$ cat src/rtl/bcd_to_binary_seq.sv
// Multi-cycle packed-BCD to unsigned binary converter (reverse double-dabble).
// Define BCD2BIN_FAST_EN to perform two shift+correct steps per clock edge.
module bcd_to_binary_seq #(
  parameter int DIGITS = 3,
  parameter int BIN_W  = 10
) (
  input  logic                  clk,
  input  logic                  rst_n,
  input  logic                  in_valid,
  output logic                  in_ready,
  input  logic [4*DIGITS-1:0]   bcd_in,
  output logic                  out_valid,
  input  logic                  out_ready,
  output logic [BIN_W-1:0]      bin_out,
  output logic                  err
);

  localparam int BCD_W  = 4 * DIGITS;
  localparam int WORK_W = BCD_W + BIN_W;

`ifdef BCD2BIN_FAST_EN
  localparam int STEPS_PER_EDGE = 2;
`else
  localparam int STEPS_PER_EDGE = 1;
`endif

  localparam int N_EDGES = (BIN_W + STEPS_PER_EDGE - 1) / STEPS_PER_EDGE;
  localparam int CNT_W   = $clog2(N_EDGES + 1);
  localparam logic [CNT_W-1:0] LAST_CNT = CNT_W'(N_EDGES - 1);

  // Bits needed to hold 10^d - 1, i.e. ceil(log2(10^d)).
  function automatic int min_bin_w(input int d);
    longint unsigned m;
    int              n;
    m = 1;
    n = 0;
    for (int i = 0; i < d; i++) m = m * 10;
    m = m - 1;
    while (m != 0) begin
      m = m >> 1;
      n++;
    end
    return n;
  endfunction

  localparam int MIN_BIN_W = min_bin_w(DIGITS);

  if (DIGITS < 1) begin : g_digits_check
    $error("bcd_to_binary_seq: DIGITS must be >= 1");
  end
  if (BIN_W < MIN_BIN_W) begin : g_width_check
    $error("bcd_to_binary_seq: BIN_W too narrow for DIGITS");
  end

  // One reverse double-dabble step: shift right, then pull every digit >= 8 down by 3.
  function automatic logic [WORK_W-1:0] dabble_step(input logic [WORK_W-1:0] w);
    logic [WORK_W-1:0] s;
    s = w >> 1;
    for (int i = 0; i < DIGITS; i++) begin
      if (s[BIN_W + 4*i + 3]) s[BIN_W + 4*i +: 4] = s[BIN_W + 4*i +: 4] - 4'd3;
    end
    return s;
  endfunction

  typedef enum logic [1:0] {S_IDLE, S_CONV, S_DONE} state_e;

  state_e            state_q;
  logic              in_ready_q;
  logic              out_valid_q;
  logic [BIN_W-1:0]  bin_q;
  logic              err_q;
  logic [WORK_W-1:0] work_q;
  logic [WORK_W-1:0] work_d;
  logic [CNT_W-1:0]  cnt_q;
  logic              digit_err;

  // NOTE: combinational blocks use blocking '=' with a default first so no latch is inferred.
  always_comb begin
    digit_err = 1'b0;
    for (int i = 0; i < DIGITS; i++) begin
      if (bcd_in[4*i +: 4] > 4'd9) digit_err = 1'b1;
    end
  end

`ifdef BCD2BIN_FAST_EN
  logic [WORK_W-1:0] step1;
  logic [WORK_W-1:0] step2;

  always_comb begin
    step1 = dabble_step(work_q);
    step2 = dabble_step(step1);
    // With an odd BIN_W the last edge has only one step left to do.
    if ((cnt_q == LAST_CNT) && (BIN_W % 2 == 1)) work_d = step1;
    else                                          work_d = step2;
  end
`else
  always_comb begin
    work_d = dabble_step(work_q);
  end
`endif

  // NOTE: sequential state uses non-blocking '<='; the work register is small and
  // control-relevant, so it is reset along with everything else.
  always_ff @(posedge clk or negedge rst_n) begin
    if (!rst_n) begin
      state_q     <= S_IDLE;
      in_ready_q  <= 1'b1;
      out_valid_q <= 1'b0;
      bin_q       <= '0;
      err_q       <= 1'b0;
      work_q      <= '0;
      cnt_q       <= '0;
    end else begin
      unique case (state_q)
        S_IDLE: begin
          if (in_valid) begin
            in_ready_q <= 1'b0;
            if (digit_err) begin
              err_q       <= 1'b1;
              bin_q       <= '0;
              out_valid_q <= 1'b1;
              state_q     <= S_DONE;
            end else begin
              work_q  <= {bcd_in, {BIN_W{1'b0}}};
              cnt_q   <= '0;
              err_q   <= 1'b0;
              state_q <= S_CONV;
            end
          end
        end
        S_CONV: begin
          work_q <= work_d;
          cnt_q  <= cnt_q + CNT_W'(1);
          if (cnt_q == LAST_CNT) begin
            bin_q       <= work_d[BIN_W-1:0];
            out_valid_q <= 1'b1;
            state_q     <= S_DONE;
          end
        end
        S_DONE: begin
          if (out_ready) begin
            out_valid_q <= 1'b0;
            in_ready_q  <= 1'b1;
            state_q     <= S_IDLE;
          end
        end
        default: state_q <= S_IDLE;
      endcase
    end
  end

  assign in_ready  = in_ready_q;
  assign out_valid = out_valid_q;
  assign bin_out   = bin_q;
  assign err       = err_q;

endmodule

$ cat config.mk
export PLATFORM = sky130hd
export DESIGN_NAME = bcd_to_binary_seq
export DESIGN_NICKNAME = d
export VERILOG_FILES = /design/src/rtl/bcd_to_binary_seq.sv
export SDC_FILE = /design/constraint.sdc
export NUM_CORES = 1
export LEC_CHECK = 0
export ABC_CLOCK_PERIOD_IN_PS = 1900
export CORE_ASPECT_RATIO = 0.5
export CORE_UTILIZATION = 31
export DETAILED_ROUTE_END_ITERATION = 10
export PLACE_DENSITY_LB_ADDON = 0.3
export SYNTH_ARGS = -nofsm -noshare
export SYNTH_HDL_FRONTEND = slang
export SYNTH_SLANG_ARGS = --single-unit
$ cat constraint.sdc
create_clock -name clk -period 1.9 [get_ports clk]
set_input_delay 0.19 -clock clk [delete_from_list [all_inputs] [get_ports clk]]
set_output_delay 0.19 -clock clk [all_outputs]
set_load 0.005 [all_outputs]
==> results of run 1 <==
sequential cells by signal, summed over array words and instances (netlist names):
signal / count
work_q: 21
bin_out: 10
cnt_q: 4
state_q: 2
err: 1
in_ready: 1
out_valid: 1
critical path, delay by kind of cell (launching register included):
kind | cells | cell delay [ns]
AO/OA/AOI/OAI | 1 | 0.22
adder cells (fa/ha/maj) | 1 | 0.29
buffers and inverters | 1 | 0.11
flip-flops | 1 | 0.38
multiplexers | 1 | 0.35
AND/OR/NAND/NOR | 2 | 0.32
power breakdown:
group          internal, mW  switching [mW]  leakage [nW]
clock                 0.658           0.340        0.0871
combinational         0.637           0.650         0.527
sequential             1.05           0.176         0.528
stage by stage:
stage,std cells,setup slack (ns)
4_1_cts,325,0.0114
2_1_floorplan,200,0.221
6_report,325,0.0965
3_5_place_dp,316,0.0281
5_1_grt,325,0.0125
3_3_place_gp,316,0.0555
cells in the final DEF (no fill, tap or decap), types with 5 or more instances in the layout:
cell type and instances:
clkbuf_16 5, clkdlybuf4s50_1 27, a22o_1 10, ha_1 6, nand2_1 39, buf_4 7
inv_1 5, dfrtp_1 39, nor2_1 6, o21ai_0 24, mux2i_1 10
final cells by class:
type	count	share of cell area
multi-input cells	145	0.366
flip-flops and latches	40	0.372
clock inverters	2	0.0144
clock buffers	6	0.0516
well taps	88	0.0409
repair buffers	39	0.148
inverters	5	0.00697
cells by family (layout without fill, tap and decap cells):
family,after synthesis,count (layout),synth area share
buffers and inverters,15,52,0.0317
and+or+nand+nor,61,61,0.143
muxes,13,13,0.0653
AOI/OAI and AO/OA,60,60,0.211
DFF,40,40,0.489
adders and majority gates,7,7,0.0427
xor gates and xnor gates,4,4,0.0171
worst min-delay path by stage:
stage | end | slack, ns | depth (start not counted)
4_1_cts | work_q[1] | 0.49 | 2
3_5_place_dp | out_valid | 0.29 | 2
2_1_floorplan | bin_out[0] | -0.11 | 0
5_1_grt | work_q[1] | 0.51 | 2
6_report | work_q[1] | 0.48 | 2
3_3_place_gp | out_valid | 0.28 | 2
what timing repair did:
item                       CTS  global route
resized for setup            0             2
hold buffers                 1             0
setup endpoints to repair    0            11
hold endpoints to repair    39             0
routing by layer:
layer	wire length, um	up-vias	share of wire
met5	0	-	0
met4	46	0	0.011
met3	169	5	0.039
met2	1950	35	0.45
met1	2120	757	0.49
li1	-	787	-
==> results by group, run 1 <==
Run status
  • Status: finished, final reports clean

Flow run
  • Max Cap Violations: 0

Drt
  • Routed WL: around 4300 um
  • Routed vias: 1584
  • Avg Vias per Cell: 4.87
  • ANT nets after route: 0
  • DRT iter0 DRCs: 76
  • Number of remaining DRC errors: 0
  • WL/cell: around 13 um
  • Router iterations before antenna repair: 6

Pwr
  • VDD IR-drop max: 0.491 mV
  • Power per cell area: 1300 nW/um2
  • Total chip power: 3.51 mW
  • Lkg Pwr: 1.14 nW

CTS
  • Post-CTS setup buffers: 0
  • Clock-pin slew on the worst setup and hold paths: 0.06 ns
  • TritonCTS buffer count: 5
  • Sink Count: 40
  • Root Driver: clkbuf_16
  • Clock Path Buffers: 2
  • Worst-Skew Late Latency: around 0.28 ns
  • H-tree levels: 2
  • CTS tree: built

Die
  • Die X: 117 um
  • Die Ht: 59.5 um
  • Die area: 6960 um2
  • Initial Utilization: 0.329
  • CORE AREA: 6230 um2
  • I/O pin count: 29
  • FP Rows: 20

Setup path
  • Reg2Reg Setup Slack: 0.1 ns
  • CP Launch Point: state_q[0]
  • Critical path's slowest cell: dfrtp_1
  • CP arrival: 1.97 ns
  • Critical path endpoint category: flop
  • Req. time, crit path: 2.07 ns
  • R2r endpoint: work_q[17]
  • Worst Path Max Fanout: 9
  • CP Capture Point: work_q[17]
  • Setup CP Type: reg -> reg
  • CP cell instances: inv_1 -> ha_2 -> and2_4 -> nand4_4 -> mux2_1 -> o221a_1
  • Slowest stage delay, CP: 0.38 ns
  • Critical Path Start Type: flop
  • Crit Reg-Reg Startpoint: state_q[0]
  • Worst reg-to-reg path cell count: 6

Logic synthesis
  • Cell variety after synth: 35
  • Yosys reg bits: 40
  • Number of synthesized flops with an enable pin: 0
  • Synthesized Nets: 223
  • Ranking of synthesized cells by area: dfrtp_1 48%, nand2_1 7.1%, o21ai_0 5.9%
  • Post-Syn Instances: 200
  • Yosys warning count: 0
  • Async set or reset register ratio after synthesis: 1.00
  • Post-synth top area cell: dfrtp_1
  • Syn Std Cell Area: 2050 um2
  • Most used DFF post-synth: dfrtp_1
  • Synth Area per Inst: approximately 10 um2
  • Post-synthesis sequential area ratio: 0.489
  • Post-synth top area share: 0.476
  • Post-synth top cells: 39 x dfrtp_1, 39 x nand2_1, 24 x o21ai_0, 10 x a22o_1, 10 x mux2i_1

Final layout
  • Layout cell share with drive strength beyond 1: 0.122
  • Antenna Cells: 0
  • Multi-input logic area: 987 um2
  • Reg area: 1000 um2
  • Post-route cell area: 2690 um2
  • Final Util: 0.432
  • Total Nets Final: between 200 and 300
  • Area Overhead vs Synth: 31.4%
  • Fillers: ~580

Global routing
  • Vias in the first global route: 1511
  • M1 GR Usage: 0.185
  • Antenna violations before repair: 0
  • M2 GR Usage: 0.219
  • GRT busiest layer: met2
  • First-pass GRT wire length: 7180 um
  • M3 GR Usage: 0.0337
  • GRT Overall Usage: 0.139
  • GRT Residual Overflow: 0
  • Largest net degree at the start of global routing: 41

Placement
  • GPL Wtd Cong: roughly 0.75
  • Detail Placement HPWL: 3040 um
  • I/O Buffers: 28
  • Placed Area: between 2000 and 3000 um2

Hold path
  • Min-Delay Path Class: reg -> reg
  • Hold Startpoint: work_q[1]

STA
  • Final Hold Fails: 0
  • Setup_tns: 0 ns
  • Setup violators final: 0
  • Fin. max-slew vios: 0
  • RSZ-0062 raised after global routing: no
  • Hold slack final: 0.481 ns
  • Skew final: 0.00439 ns
  • Period Utilization, post-route: 0.949
  • Measured slew at the worst slew-check pin: approximately 0.5 ns
  • Fmax: around 550 MHz
  • Slew headroom: 0.664
  • Min cycle time layout: 1.80 ns
(Power assumes the default switching activity.)
==> run 2, diff against run 1 <==
--- a/config.mk
+++ b/config.mk
@@ -8,8 +8,9 @@
 export ABC_CLOCK_PERIOD_IN_PS = 1900
 export CORE_ASPECT_RATIO = 0.5
 export CORE_UTILIZATION = 31
+export CTS_CLUSTER_SIZE = 8
 export DETAILED_ROUTE_END_ITERATION = 10
-export PLACE_DENSITY_LB_ADDON = 0.3
+export PLACE_DENSITY = 0.6
 export SYNTH_ARGS = -nofsm -noshare
 export SYNTH_HDL_FRONTEND = slang
 export SYNTH_SLANG_ARGS = --single-unit
==> run 2 against run 1 <==
Against the previous run: sequential cell count is the same; clock power shrank 2.7%; clock skew is essentially flat.
==> results by group, run 2 (same netlist as run 1, synthesis figures left out) <==
Run status
  • Status: finished, final reports clean (unchanged)

Placement
  • DP Worst Slack: 0.0575 ns (was 0.0281 ns)
  • GPL Wtd Cong: 0.783 (was 0.751)
  • I/O Buffers: 28 (unchanged)
  • Detail Placement HPWL: 2980 um (was 3040 um)

Die
  • CORE AREA: 6230 um2 (unchanged)
  • FP Rows: 20 (unchanged)
  • Die area: 6960 um2 (unchanged)
  • Die X: 117 um (unchanged)
  • Die Ht: 59.5 um (unchanged)
  • I/O pin count: 29 (unchanged)
  • Initial Utilization: 0.329 (unchanged)

Drt
  • DRT iter0 DRCs: 77 (was 76)
  • Number of remaining DRC errors: 0 (unchanged)
  • Routed WL: 4180 um (was 4290 um)
  • Routed met3 length: 128 um (was 169 um)
  • Router iterations before antenna repair: 4 (was 6)
  • Routed vias: 1540 (was 1584)
  • Met1 wire length: 2160 um (was 2120 um)
  • ANT nets after route: 0 (unchanged)
  • Top routing layer in use: met4 (unchanged)
  • Avg Vias per Cell: 4.75 (was 4.87)
  • WL met2: 1850 um (was 1950 um)
  • WL/cell: 12.9 um (was 13.2 um)

Global routing
  • First-pass GRT wire length: 6930 um (was 7180 um)
  • Largest net degree at the start of global routing: 41 (unchanged)
  • Antenna violations before repair: 0 (unchanged)
  • GRT Residual Overflow: 0 (unchanged)
  • Vias in the first global route: 1496 (was 1511)
  • GRT Overall Usage: 0.133 (was 0.139)

Setup path
  • Critical path endpoint category: flop (unchanged)
  • Req. time, crit path: 2.06 ns (was 2.07 ns)
  • Critical Path Start Type: flop (unchanged)
  • CP arrival: 1.94 ns (was 1.97 ns)
  • Setup CP Type: reg -> reg (unchanged)
  • Worst Path Max Fanout: 8 (was 9)

Final layout
  • Largest register FFs: 21 (unchanged)
  • Highest-count cells in the layout ignoring fill and taps: 39 x nand2_1, 39 x dfrtp_1, 27 x clkdlybuf4s50_1, 24 x o21ai_0 (unchanged)
  • Total Nets Final: 258 (was 259)
  • Reg with most FFs: work_q (unchanged)
  • Antenna Cells: 0 (unchanged)
  • Area Overhead vs Synth: 30.4% (was 31.4%)
  • Layout cell share with drive strength beyond 1: 0.119 (was 0.122)
  • Fillers: 600 (was 579)
  • Multi-input logic area: 991 um2 (was 987 um2)
  • Reg area: 1000 um2 (unchanged)

STA
  • Worst Setup Slack, final: 0.127 ns (was 0.0965 ns)
  • Fmax: 564 MHz (was 554 MHz)
  • Min cycle time layout: 1.77 ns (was 1.80 ns)
  • Fin. max-slew vios: 0 (unchanged)
  • Period Utilization, post-route: 0.933 (was 0.949)
  • Final Hold Fails: 0 (unchanged)
  • Setup violators final: 0 (unchanged)
  • RSZ-0062 raised after global routing: no (unchanged)
  • Slew headroom: 0.664 (about the same)
  • Setup_tns: 0 ns (unchanged)
  • Skew final: 0.00421 ns (was 0.00439 ns)
  • Measured slew at the worst slew-check pin: 0.504 ns (about the same)

CTS
  • CTS tree: built (unchanged)
  • Post-CTS setup buffers: 0 (unchanged)
  • Root Driver: clkbuf_16 (unchanged)
  • H-tree levels: 2 (unchanged)
  • Worst-Skew Late Latency: 0.28 ns (about the same)
  • Sink Count: 40 (unchanged)
  • Clock Path Buffers: 2 (unchanged)
  • Clock-pin slew on the worst setup and hold paths: 0.06 ns (about the same)
  • TritonCTS buffer count: 5 (unchanged)

Pwr
  • VDD IR-drop max: 0.442 mV (was 0.491 mV)
  • Lkg Pwr: 1.13 nW (was 1.14 nW)
  • Power per cell area: 1280 nW/um2 (was 1300 nW/um2)

Hold path
  • Min-Delay Path Class: reg -> reg (unchanged)

Flow run
  • Max Cap Violations: 0 (unchanged)
==> run 2: critical path, cell delays in order (launching register included) <==
cell,delay (ns)
dfrtp_1,0.40
inv_1,0.09
ha_2,0.26
and2_4,0.20
nand4_4,0.13
mux2_1,0.34
o221a_1,0.23
==> run 2: worst paths after layout <==
kind,start,end,slack [ns],cells past startpoint
setup / recovery,state_q[1],work_q[13],0.13,6
hold / removal,work_q[1],work_q[1],0.48,2
setup reg to reg,state_q[1],work_q[13],0.13,6
hold reg to reg,work_q[1],work_q[1],0.48,2
max in group asynchronous,rst_n,in_ready,1.04,3
min in group asynchronous,rst_n,work_q[6],0.49,3
==> run 2: routing by layer <==
metal,vias to the layer above,track usage
li1,786,-
met1,728,0.178
met2,22,0.205
met3,4,0.0419
met4,0,0.0416
met5,-,0
==> run 2: report_power, final <==
part | leakage [nW] | internal [mW] | switching, mW
Clock | 0.0840 | 0.624 | 0.347
Combinational | 0.519 | 0.597 | 0.634
Sequential | 0.528 | 1.05 | 0.180
Total | 1.13 | 2.27 | 1.16
==> run 2: area by class of cell <==
type | instances | share of cell area
flip-flops and latches | 40 | 0.375
clock inverters | 3 | 0.0178
inverters | 5 | 0.00702
well taps | 88 | 0.0412
repair buffers | 38 | 0.141
multi-input cells | 145 | 0.371
clock buffers | 5 | 0.0468
==> run 2: timing repair <==
item / in CTS / in global routing
hold buffers: 1 / 0
hold endpoints to repair: 34 / 0
resized for setup: 0 / 2
setup endpoints to repair: 0 / 3
==> run 2: stage by stage <==
step	power [mW]	hold slack, ns	cell area [um2]	util	instances
after global placement	2.42	0.279	2480	0.398	315
after CTS	3.44	0.487	2660	0.428	324
final	3.43	0.479	2670	0.429	324
after global routing	3.65	0.503	2670	0.429	324
after detailed placement	2.46	0.287	2480	0.398	315
after floorplan	2.02	-0.106	2050	-	200
==> run 3, diff against run 2 <==
--- a/config.mk
+++ b/config.mk
@@ -10,6 +10,7 @@
 export CORE_UTILIZATION = 31
 export CTS_CLUSTER_SIZE = 8
 export DETAILED_ROUTE_END_ITERATION = 10
+export GPL_ROUTABILITY_DRIVEN = 0
 export PLACE_DENSITY = 0.6
 export SYNTH_ARGS = -nofsm -noshare
 export SYNTH_HDL_FRONTEND = slang
==> results of run 3 <==
Same layout as run 2: the final DEF is identical, and so are final timing and power.
